$ cat config.mk
export PLATFORM = sky130hd
export DESIGN_NAME = fetch_queue
export DESIGN_NICKNAME = d
export VERILOG_FILES = /design/src/rtl/fetch_pkg.sv /design/src/rtl/fetch_queue_mem.sv /design/src/rtl/fetch_queue.sv
export SDC_FILE = /design/constraint.sdc
export NUM_CORES = 1
export LEC_CHECK = 0
export ABC_AREA = 1
export CORE_ASPECT_RATIO = 0.9
export CORE_MARGIN = 4
export CORE_UTILIZATION = 50
export DETAILED_ROUTE_END_ITERATION = 6
export PLACE_DENSITY = 0.74
export SKIP_CTS_REPAIR_TIMING = 1
export SLEW_MARGIN = 20
export SYNTH_ARGS = -nofsm -noshare
export SYNTH_HDL_FRONTEND = slang
export SYNTH_HIERARCHICAL = 1
export SYNTH_SLANG_ARGS = --single-unit
$ cat constraint.sdc
create_clock -name clk -period 7.8 [get_ports clk]
set_input_delay 0.78 -clock clk [delete_from_list [all_inputs] [get_ports clk]]
set_output_delay 0.78 -clock clk [all_outputs]
set_load 0.02 [all_outputs]
$ cat src/rtl/fetch_pkg.sv
// Shared fetch-path constants and the {pc, instr} entry type used by the
// fetch queue and its neighbours.
package fetch_pkg;

    localparam int FETCH_QUEUE_DEPTH = 4;
    localparam int FETCH_ADDR_W      = 32;
    localparam int FETCH_INSTR_W     = 32;

    localparam logic [31:0] INSTR_NOP = 32'h0000_0000;
    localparam logic [31:0] PC_INCR   = 32'd4;

    typedef struct packed {
        logic [FETCH_ADDR_W-1:0]  pc;
        logic [FETCH_INSTR_W-1:0] instr;
    } fetch_entry_t;

endpackage

$ cat src/rtl/fetch_queue_mem.sv
// Entry storage for the fetch queue: one synchronous write port and one
// asynchronous read port. Not reset; validity is tracked by the queue count.
module fetch_queue_mem #(
    parameter int B     = 32,
    parameter int W     = 32,
    parameter int DEPTH = 4,
    localparam int AW   = $clog2(DEPTH)
) (
    input  logic           clk,
    input  logic           we,
    input  logic [AW-1:0]  waddr,
    input  logic [B+W-1:0] wdata,
    input  logic [AW-1:0]  raddr,
    output logic [B+W-1:0] rdata
);

    logic [B+W-1:0] mem_r [DEPTH];

    // Write port
    always_ff @(posedge clk) begin
        if (we) begin
            mem_r[waddr] <= wdata;
        end
    end

    assign rdata = mem_r[raddr];

endmodule

$ cat src/rtl/fetch_queue.sv
// Instruction fetch queue between fetch and decode.
// Optional feature: define FETCH_QUEUE_BYPASS_EN for zero-latency forwarding when empty.
module fetch_queue
    import fetch_pkg::*;
#(
    parameter int B     = 32,
    parameter int W     = 32,
    parameter int DEPTH = FETCH_QUEUE_DEPTH,
    localparam int AW   = $clog2(DEPTH),
    localparam int CW   = $clog2(DEPTH + 1)
) (
    input  logic          clk,
    input  logic          reset,
    input  logic          flush,
    input  logic          in_valid,
    output logic          in_ready,
    input  logic [B-1:0]  in_pc,
    input  logic [W-1:0]  in_instr,
    output logic          out_valid,
    input  logic          out_ready,
    output logic [B-1:0]  out_pc,
    output logic [B-1:0]  out_pc_plus4,
    output logic [W-1:0]  out_instr,
    output logic [CW-1:0] count
);

    logic [AW-1:0]  wr_ptr_r;
    logic [AW-1:0]  rd_ptr_r;
    logic [CW-1:0]  count_r;
    logic [B+W-1:0] rdata_s;
    logic           head_valid_s;
    logic           byp_s;
    logic           push_s;
    logic           store_s;
    logic           deq_s;
    logic           we_s;
    logic [B-1:0]   out_pc_s;
    logic [W-1:0]   out_instr_s;

    assign in_ready     = (count_r < CW'(DEPTH)) && !reset;
    assign head_valid_s = (count_r != {CW{1'b0}});

`ifdef FETCH_QUEUE_BYPASS_EN
    assign byp_s = (count_r == {CW{1'b0}}) && in_valid && !flush && !reset;
`else
    assign byp_s = 1'b0;
`endif

    assign out_valid = head_valid_s || byp_s;
    assign push_s    = in_valid && in_ready;
    // A bypassed pair taken by decode in the same cycle never enters storage.
    assign store_s   = push_s && !(byp_s && out_ready);
    assign deq_s     = head_valid_s && out_ready;
    assign we_s      = store_s && !flush && !reset;

    fetch_queue_mem #(
        .B     (B),
        .W     (W),
        .DEPTH (DEPTH)
    ) u_mem (
        .clk   (clk),
        .we    (we_s),
        .waddr (wr_ptr_r),
        .wdata ({in_pc, in_instr}),
        .raddr (rd_ptr_r),
        .rdata (rdata_s)
    );

    // Output mux: stored head, bypassed input, or NOP when nothing is valid
    always_comb begin
        out_pc_s    = {B{1'b0}};
        out_instr_s = W'(INSTR_NOP);
        if (head_valid_s) begin
            out_pc_s    = rdata_s[B+W-1:W];
            out_instr_s = rdata_s[W-1:0];
        end else if (byp_s) begin
            out_pc_s    = in_pc;
            out_instr_s = in_instr;
        end else begin
            out_pc_s    = {B{1'b0}};
            out_instr_s = W'(INSTR_NOP);
        end
    end

    assign out_pc       = out_pc_s;
    assign out_instr    = out_instr_s;
    assign out_pc_plus4 = out_valid ? (out_pc_s + B'(PC_INCR)) : {B{1'b0}};
    assign count        = count_r;

    // Pointer and occupancy state; reset and flush discard everything
    always_ff @(posedge clk) begin
        if (reset) begin
            wr_ptr_r <= {AW{1'b0}};
            rd_ptr_r <= {AW{1'b0}};
            count_r  <= {CW{1'b0}};
        end else if (flush) begin
            wr_ptr_r <= {AW{1'b0}};
            rd_ptr_r <= {AW{1'b0}};
            count_r  <= {CW{1'b0}};
        end else begin
            if (store_s) begin
                wr_ptr_r <= wr_ptr_r + AW'(1);
            end
            if (deq_s) begin
                rd_ptr_r <= rd_ptr_r + AW'(1);
            end
            case ({store_s, deq_s})
                2'b10:   count_r <= count_r + CW'(1);
                2'b01:   count_r <= count_r - CW'(1);
                default: count_r <= count_r;
            endcase
        end
    end

endmodule

==> impl_metrics.py, run 1 <==
metrics = {
    "run_status": {
        "outcome": "finished, final reports clean",
    },
    "final_layout": {
        "antennaDiodeCount": 0,
        "drive_gt1_share_pct": 3.944,
        "fin_nets": 1623,
        "area_growth_pct": 21.72,
    },
    "grt": {
        "grtUsageTotal_pct": 20.19,
        "overflow": 0,
        "grt_max_degree": 91,
        "grt_pass1_vias": 8650,
        "antenna_found_initial": 1,
        "grt_pass1_wl_mm": 44.75,
    },
    "sta": {
        "fin_worst_skew_ps": 12.11,
        "finalCritPeriodShare_pct": 68.63,
        "whs_ps": 510.2,
        "worst_pin_slew_ps": 1127,
        "fin_crit_ps": 5353,
        "slew_violations": 0,
        "rsz0062_at_grt": "false",
        "hold_viol": 0,
        "fmax_mhz": 186.8,
        "fin_tns_setup_ps": 0,
        "finalSetupViolCount": 0,
        "maxSlewHeadroom_pct": 24.44,
    },
    "synthesis": {
        "synth_fa_ha_area_share_pct": 0.3588,
        "synth-seq-cells": 263,
        "syn-num-nets": 1468,
        "synthMuxAreaShare_pct": 0,
        "syn_area_sq_um": 12550,
        "syn_avg_cell_area_sq_um": 8.993,
        "yosysSeqAreaShare_pct": 62.35,
        "synth-simple-area-share_pct": 22.19,
        "syn_inst": 1396,
        "synth_compound_area_share_pct": 0.8372,
        "synth_cell_types": 23,
        "synth_xor_area_share_pct": 0.8372,
        "synth_top_family_by_area": "simple AND/OR/NAND/NOR gates",
        "yosysWarnings": 6,
    },
    "routing": {
        "via_per_inst": 4.787,
        "postRouteAntennaNets": 0,
        "drtPass1Iterations": 5,
        "wl_per_cell_um": 14.89,
        "drc": 0,
        "drt_iter0_drc": 631,
        "routed_wirelength_mm": 28.40,
        "via_count": 9133,
    },
    "clock_tree": {
        "clock_latency_ps": 530,
        "cts_buffers": 27,
        "path_clk_slew_ps": 60,
        "cts-htree-levels": 1,
        "clock-sinks": 263,
        "clock_path_buffers": 3,
        "tritoncts": "yes",
        "cts_root_buf": "clkbuf_16",
    },
    "worst_setup_path": {
        "path_max_fanout": 71,
        "crit_type": "reg2out",
        "cp-endpoint": "out_pc_plus4[18]",
        "cp.depth": 14,
        "required_ps": 7020,
        "crit_start": "rd_ptr_r[0]",
        "path_delay_family": "buffers and inverters",
        "cp.arrival_ps": 4570,
        "reg2reg_depth": 6,
        "critPathSlowestCell": "clkinv_2",
        "worstReg2RegEnd": "u_mem/mem_r[3][31]",
        "r2r_setup_slack_ps": 4940,
        "cp-end-kind": "output pin",
        "reg2reg_from": "count[2]",
        "crit_buf_inv": 4,
        "critPathMostFrequentCell": "nand2_1",
        "worstPathCellList": "clkinv_2, nand2_1, nand3_1, nand2_1, nand2_1, inv_1, ha_1, inv_1, nor2_2, nand2_1, nor2_1, nor2_1, a21oi_1, clkdlybuf4s50_1",
        "cpPeakStageDelay_ps": 910,
        "startpoint_type": "register",
    },
    "power_and_ir_drop": {
        "vdd_ir_drop_max_uv": 137.4,
        "pwr_density_cell_nw_per_um2": 199.1,
        "power_uw": 3042,
        "leakagePower_uw": 0.006959,
    },
    "die": {
        "fp.dieH_um": 158.3,
        "die_w_um": 175.0,
        "core_area_sq_um": 24460,
        "rows": 54,
        "io-pin-count": 170,
        "initial_utilization_pct": 51.33,
        "die_area_sq_um": 27710,
    },
    "place": {
        "port_buffers": 169,
        "dp_hpwl_mm": 18.00,
        "place_congestion": 0.9456,
    },
    "worst_hold_path": {
        "hold_path_class": "reg2reg",
        "hold_depth": 2,
    },
    "flow_run": {
        "cap_violations": 0,
    },
}
[power breakdown]
group | total (uW) | leakage (uW) | internal (uW) | switching, uW
Combinational | 280 | 0.00419 | 115 | 166
Sequential | 1570 | 0.00237 | 1560 | 5.41
Clock | 1190 | 0.000403 | 699 | 493
[sequential cells by signal, indices dropped and copies added (netlist names)]
signal,cells
count,3
u_mem/mem_r,256
rd_ptr_r,2
wr_ptr_r,2
[cell usage after synthesis]
library cell,instances,area share [%]
a21oi_1,11,0.44
buf_1,2,0.060
buf_2,27,1.1
buf_4,17,1.0
buf_6,2,0.18
clkbuf_1,4,0.12
dfxtp_1,7,1.1
edfxtp_1,256,61
fa_1,1,0.16
ha_1,2,0.20
inv_1,363,11
inv_2,4,0.12
nand2_1,410,12
nand2_4,1,0.090
nand3_1,166,6.6
nand3_2,1,0.080
nor2_1,90,2.7
nor2_2,6,0.30
nor3_1,4,0.16
o21ai_0,9,0.36
o21ai_1,1,0.040
xnor2_1,4,0.28
xor2_1,8,0.56
[cell usage in the layout, fill, tap and decap left out]
cell type,netlist,final
edfxtp_1,256,256
dfxtp_4,0,1
clkdlybuf4s50_1,0,169
nand2_4,1,1
dfxtp_1,7,5
nand2_1,410,410
ha_1,2,2
clkbuf_1,4,6
bufinv_16,0,2
nor3_2,0,4
clkinv_1,0,9
xor2_1,8,8
o21ai_1,1,1
clkbuf_16,0,27
o21ai_0,9,9
nand3_1,166,166
buf_4,17,9
inv_1,363,363
xnor2_1,4,4
nor2_2,6,6
clkinv_2,0,5
clkinvlp_4,0,1
nand3_2,1,1
dfxtp_2,0,1
a21oi_1,11,11
inv_6,0,1
inv_2,4,3
nor2_1,90,90
fa_1,1,1
[worst min-delay path by stage]
stage,start,endpoint
6_report,count[2],count[2]
4_1_cts,count[2],count[2]
3_3_place_gp,wr_ptr_r[1],wr_ptr_r[1]
2_1_floorplan,rd_ptr_r[1],rd_ptr_r[1]
3_5_place_dp,count[2],count[2]
5_1_grt,count[2],count[2]
[kinds of logic after synthesis]
kind of cell    count (synthesis)
buf+inv                       419
xor+xnor                       12
compound gates                 21
flops                         263
simple gates                  678
fa+ha+maj                       3
[final cells by class]
| type | count | area [sq um] |
|---|---|---|
| clock inverters | 17 | 130.1 |
| fillers | 1978 | 9178 |
| flip-flops and latches | 263 | 7833 |
| multi-input cells | 714 | 3062 |
| repair buffers | 178 | 1759 |
| clock buffers | 33 | 698.2 |
| inverters | 367 | 1379 |
| well taps | 336 | 420.4 |
[tightest hold or removal path, delay by kind of cell (launching register included)]
family | cells | cell delay [ps]
buf+inv | 1 | 80
flops | 1 | 330
compound gates | 1 | 60
[stage by stage]
stage               util, %  instances  cell area (sq um)  setup slack (ps)
global placement      59.09       1858              14450              3163
global route          62.48       1908              15280              2015
detailed placement    59.09       1858              14450              3057
CTS                   62.48       1908              15280              2484
floorplan                 -       1396              12550              1463
finish                62.48       1908              15280              2447
[layer usage]
metal	wire length, um	share of wire (%)	global-route usage, %	vias up
met1	11620	41	26.03	4220
met3	1947	6.9	3.371	47
met2	14220	50	36.06	282
met5	13	0.046	0	-
met4	602	2.1	5.198	2
li1	-	-	-	4582
No activity file was read; power rests on OpenSTA's default activity.
==> run 2, diff against run 1 <==
--- a/config.mk
+++ b/config.mk
@@ -10,7 +10,7 @@
 export CORE_MARGIN = 4
 export CORE_UTILIZATION = 50
 export DETAILED_ROUTE_END_ITERATION = 6
-export PLACE_DENSITY = 0.74
+export PLACE_DENSITY = 0.77
 export SKIP_CTS_REPAIR_TIMING = 1
 export SLEW_MARGIN = 20
 export SYNTH_ARGS = -nofsm -noshare
==> constraint.sdc (replaced) <==
create_clock -name clk -period 4.85 [get_ports clk]
set_input_delay 0.485 -clock clk [delete_from_list [all_inputs] [get_ports clk]]
set_output_delay 0.485 -clock clk [all_outputs]
set_load 0.02 [all_outputs]
==> run 2 against run 1 <==
  * Flip-flop and latch count did not move
  * Via count rose by 1.1%
  * Sequential power rose by 61%
==> impl_metrics.py, run 2 (synthesis results as in run 1) <==
metrics = {
    "run_status": {
        "outcome": "finished, final reports clean",
    },
    "sta": {
        "hold_viol": 0,
        "fin_tns_setup_ps": 0,
        "worst_pin_slew_ps": 1030,
        "slew_violations": 0,
        "whs_ps": 520.4,
        "finalCritPeriodShare_pct": 87.80,
        "finalSetupViolCount": 0,
        "fin_crit_ps": 4258,
        "maxSlewHeadroom_pct": 31.31,
        "fin_worst_skew_ps": 11.55,
        "rsz0062_at_grt": "false",
        "fmax_mhz": 234.8,
    },
    "grt": {
        "grt_pass1_wl_mm": 44.45,
        "antenna_found_initial": 2,
        "grt_max_degree": 72,
        "grt_pass1_vias": 8895,
        "overflow": 0,
        "grtUsageTotal_pct": 20.07,
    },
    "clock_tree": {
        "tritoncts": "yes",
        "cts_buffers": 28,
        "clock_latency_ps": 540,
        "clock-sinks": 263,
        "cts-htree-levels": 1,
        "cts_root_buf": "clkbuf_16",
        "path_clk_slew_ps": 60,
        "clock_path_buffers": 3,
    },
    "worst_setup_path": {
        "required_ps": 4370,
        "worstPathCellList": "inv_4, nand2_1, nand3_1, nand2_1, nand2_1, inv_1, ha_1, inv_1, nor2_2, nand2_1, nor2_1, nor2_1, a21oi_1, clkdlybuf4s50_1",
        "cpPeakStageDelay_ps": 640,
        "reg2reg_depth": 11,
        "startpoint_type": "register",
        "cp-end-kind": "output pin",
        "critPathSlowestCell": "clkdlybuf4s50_1",
        "critPathMostFrequentCell": "nand2_1",
        "path_max_fanout": 42,
        "crit_type": "reg2out",
        "cp.arrival_ps": 3770,
    },
    "die": {
        "rows": 54,
        "fp.dieH_um": 158.3,
        "die_w_um": 175.0,
        "core_area_sq_um": 24460,
        "initial_utilization_pct": 51.33,
        "die_area_sq_um": 27710,
        "io-pin-count": 170,
    },
    "power_and_ir_drop": {
        "vdd_ir_drop_max_uv": 263.7,
        "p_comb_share_pct": 8.6,
        "power.share.clock_pct": 43.5,
        "swShare_pct": 21.59,
        "leakagePower_uw": 0.007067,
        "p_int_uw": 4136,
        "power_frac_seq_pct": 47.9,
        "pwr_density_cell_nw_per_um2": 340.1,
        "power_switching_uw": 1139,
    },
    "routing": {
        "postRouteAntennaNets": 0,
        "drt_iter0_drc": 864,
        "drc": 0,
        "via_count": 9234,
        "drtPass1Iterations": 5,
        "via_per_inst": 4.827,
        "wl_per_cell_um": 15.01,
        "routed_wirelength_mm": 28.71,
    },
    "worst_hold_path": {
        "hold_path_class": "reg2reg",
        "hold_depth": 2,
    },
    "final_layout": {
        "fillerInstances": 1952,
        "largest_reg_flops": 256,
        "mostFrequentLayoutCell": "nand2_1",
        "final_cell_mix": "410 x nand2_1, 363 x inv_1, 256 x edfxtp_1",
        "drive_gt1_share_pct": 4.949,
        "largest_register": "u_mem/mem_r",
        "area_growth_pct": 23.56,
        "fin_nets": 1627,
    },
    "place": {
        "dp_hpwl_mm": 17.75,
        "port_buffers": 169,
        "place_congestion": 0.9648,
    },
    "flow_run": {
        "cap_violations": 0,
    },
}
-- run 2: layout make-up --
type / count / area (sq um) / share of cell area (%)
Inverter: 367 / 1380 / 8.897
Antenna cell: 1 / 2.502 / 0.01613
Tap cell: 336 / 420.4 / 2.710
Clock buffer: 28 / 700.7 / 4.517
Sequential cell: 263 / 7833 / 50.49
Timing Repair Buffer: 181 / 1794 / 11.57
Multi-Input combinational cell: 714 / 3062 / 19.74
Clock inverter: 23 / 320.3 / 2.065
-- run 2: through the flow --
stage / setup WS, ps / total power [uW] / cells / instance area, sq um / utilization [%]
floorplan: -1192 / 2806 / 1396 / 12550 / -
global placement: 1054 / 3019 / 1860 / 14470 / 59.16
detailed placement: 932.0 / 3026 / 1860 / 14470 / 59.16
CTS: 315.2 / 5317 / 1911 / 15490 / 63.33
global route: 260.7 / 5463 / 1913 / 15510 / 63.42
finish: 591.7 / 5275 / 1913 / 15510 / 63.42
-- run 2: final timing paths --
path                                  start          endpoint  slack, ps
worst min-delay path               count[2]          count[2]        520
worst max register to register     count[1]          count[2]       2520
worst max-delay path            rd_ptr_r[0]  out_pc_plus4[18]        590
worst min register to register     count[2]          count[2]        520
-- run 2: worst max-delay path, delay by kind of cell, from the launching register on --
| kind | cells | cell delay (ps) |
|---|---|---|
| flops | 1 | 590 |
| compound gates | 1 | 130 |
| fa+ha+maj | 1 | 210 |
| simple gates | 8 | 1110 |
| buf+inv | 4 | 1140 |
-- run 2: per-layer routing --
layer	track usage (%)	wire length, um
met1	25.63	11870
met2	34.94	14120
met3	3.989	1891
met4	6.545	816
met5	0	13
-- run 2: power by group through the flow --
stage	sequential (uW)	combinational, uW	clock (uW)
floorplan	2570	232	0
global placement	2570	446	0
detailed placement	2570	451	0
CTS	2530	455	2340
global route	2520	495	2440
finish	2520	454	2300
==> RTL edit: new RTL, flow settings as in run 1 <==
Put one more register stage on the output `count`. The value now appears one clock later. The other outputs are not delayed to match.
--- a/src/rtl/fetch_queue.sv
+++ b/src/rtl/fetch_queue.sv
@@ -86,5 +86,7 @@
     assign out_instr    = out_instr_s;
     assign out_pc_plus4 = out_valid ? (out_pc_s + B'(PC_INCR)) : {B{1'b0}};
-    assign count        = count_r;
+    always_ff @(posedge clk) begin
+        count <= count_r;
+    end
 
     // Pointer and occupancy state; reset and flush discard everything
Behaviour: not the same (Yosys sat finds a counterexample within 4 cycles, from zero or initial values).
==> RTL edit against run 1 <==
- wire length up 0.97%
- setup slack better by 0.43 ns
- die area up 0.70%
- area after synthesis up 0.74%
- largest power group unchanged
- total power down 0.98%
- clock skew down 0.0024 ns
- sequential cell count up 3
- final cell count up 0.26%
- hold slack worse by 0.14 ns
- cell area up 0.43%
==> RTL edit: results (changes against run 1) <==
metric;value;unit;change
track_usage;20.1;%;-0.047 points
synth_xor_area_share;0.831;%;-0.0061 points
wirelength;28.7;mm;+0.97%
min_to;count[1];;
r2r-end;rd_ptr_r[1];;
synth_cells;1403;;+0.50%
ys_types;28;;+22%
synthTopCellsByCount;nand2_1, inv_1, edfxtp_1;;
max-vdd-ir-drop;0.206;mV;+50%
clk_path_buf_depth;3;;unchanged
whs_path_depth;0;;-2
antenna_found_initial;3;;+2
nets;1628;;+0.31%
post-dp-hpwl;18.1;mm;+0.39%
slowest_delay;0.73;ns;-0.18 ns
synthAdderAreaFrac;0.356;%;-0.0026 points
layout.cells.non_filler;1913;;+0.26%
yosysSeqAreaShare;62.4;%;about the same
place_ws;3.35;ns;+0.293 ns
numPortBuffers;169;;unchanged
grt_max_degree;83;;-8.8%
numCtsBuffers;26;;-3.7%
cp.arrival;4.15;ns;-0.42 ns
r2r-start;rd_ptr_r[0];;
r2r_cells;4;;-2
power_leakage;6.98;nW;+0.32%
synth_edf_count;256;;unchanged
p_sw;0.657;mW;-1.1%
grt_pass1_wl;45.3;mm;+1.3%
async_reset_ff_share;0;%;unchanged
slowest_stage;inv_2;;
cp_max_fo;45;;-37%
worst_pin_slew;1.02;ns;-0.105 ns
synth_compound_gate_area_share;0.475;%;-0.36 points
min-delay-start;count_r[1];;
r2r_setup_slack;5.10;ns;+0.16 ns
status;finished clean;;
vias;9064;;-0.76%
grt_pass1_vias;8902;;+2.9%
fin_skew;0.00973;ns;-0.00238 ns
drive_gt1_share;4.12;%;+0.18 points
-- RTL edit: cell count changes in the layout (fill, tap and decap cells not counted), sizes merged, moves of 2 or more --
cell	run 1	this run
dfxtp	7	10
bufinv	2	0
nand2	411	415
clkinvlp	1	3
nor3b	0	4
o21ai	10	3
a21oi	11	6
clkinv	14	7
nor2	96	100
clkbuf	33	39
-- RTL edit: worst max path at each step --
stage,startpoint,endpoint,slack [ns],cells after the start
2_1_floorplan,reset,u_mem/mem_r[0][0],1.46,5
3_3_place_gp,rd_ptr_r[1],out_pc_plus4[30],3.38,16
3_5_place_dp,rd_ptr_r[1],out_pc_plus4[18],3.35,14
4_1_cts,rd_ptr_r[1],out_pc_plus4[18],2.82,14
5_1_grt,rd_ptr_r[1],out_pc_plus4[26],2.45,16
6_report,rd_ptr_r[1],out_pc_plus4[30],2.87,16
-- RTL edit: area by class of cell --
type                       count  area, um2
clock buffer                  39        751
fill                        1996       9250
clock inverter                 9       50.0
inverter                     367       1380
multi-input combinational    717       3090
tap                          336        420
sequential                   266       7890
timing repair buffer         178       1760
antenna                        1       2.50
-- RTL edit: metrics by stage --
stage	util, %	hold WS [ns]	instance area (um2)
after floorplan	-	0.351	12600
after global placement	59.1	0.359	14500
after detailed placement	59.1	0.359	14500
after CTS	62.4	0.367	15300
after global routing	62.4	0.375	15300
final	62.4	0.366	15300
-- RTL edit: cell families after synthesis --
group | after synthesis
simple gates | 691
flops | 266
fa+ha+maj | 3
buf+inv | 420
xor+xnor | 12
compound gates | 11
-- RTL edit: routing by layer --
layer	share of wire [%]	routed length (um)	track usage (%)
met5	0.091	26	0
met4	2.9	840	5.88
met3	4.6	1320	2.85
met2	50	14200	35.3
met1	43	12300	26.2
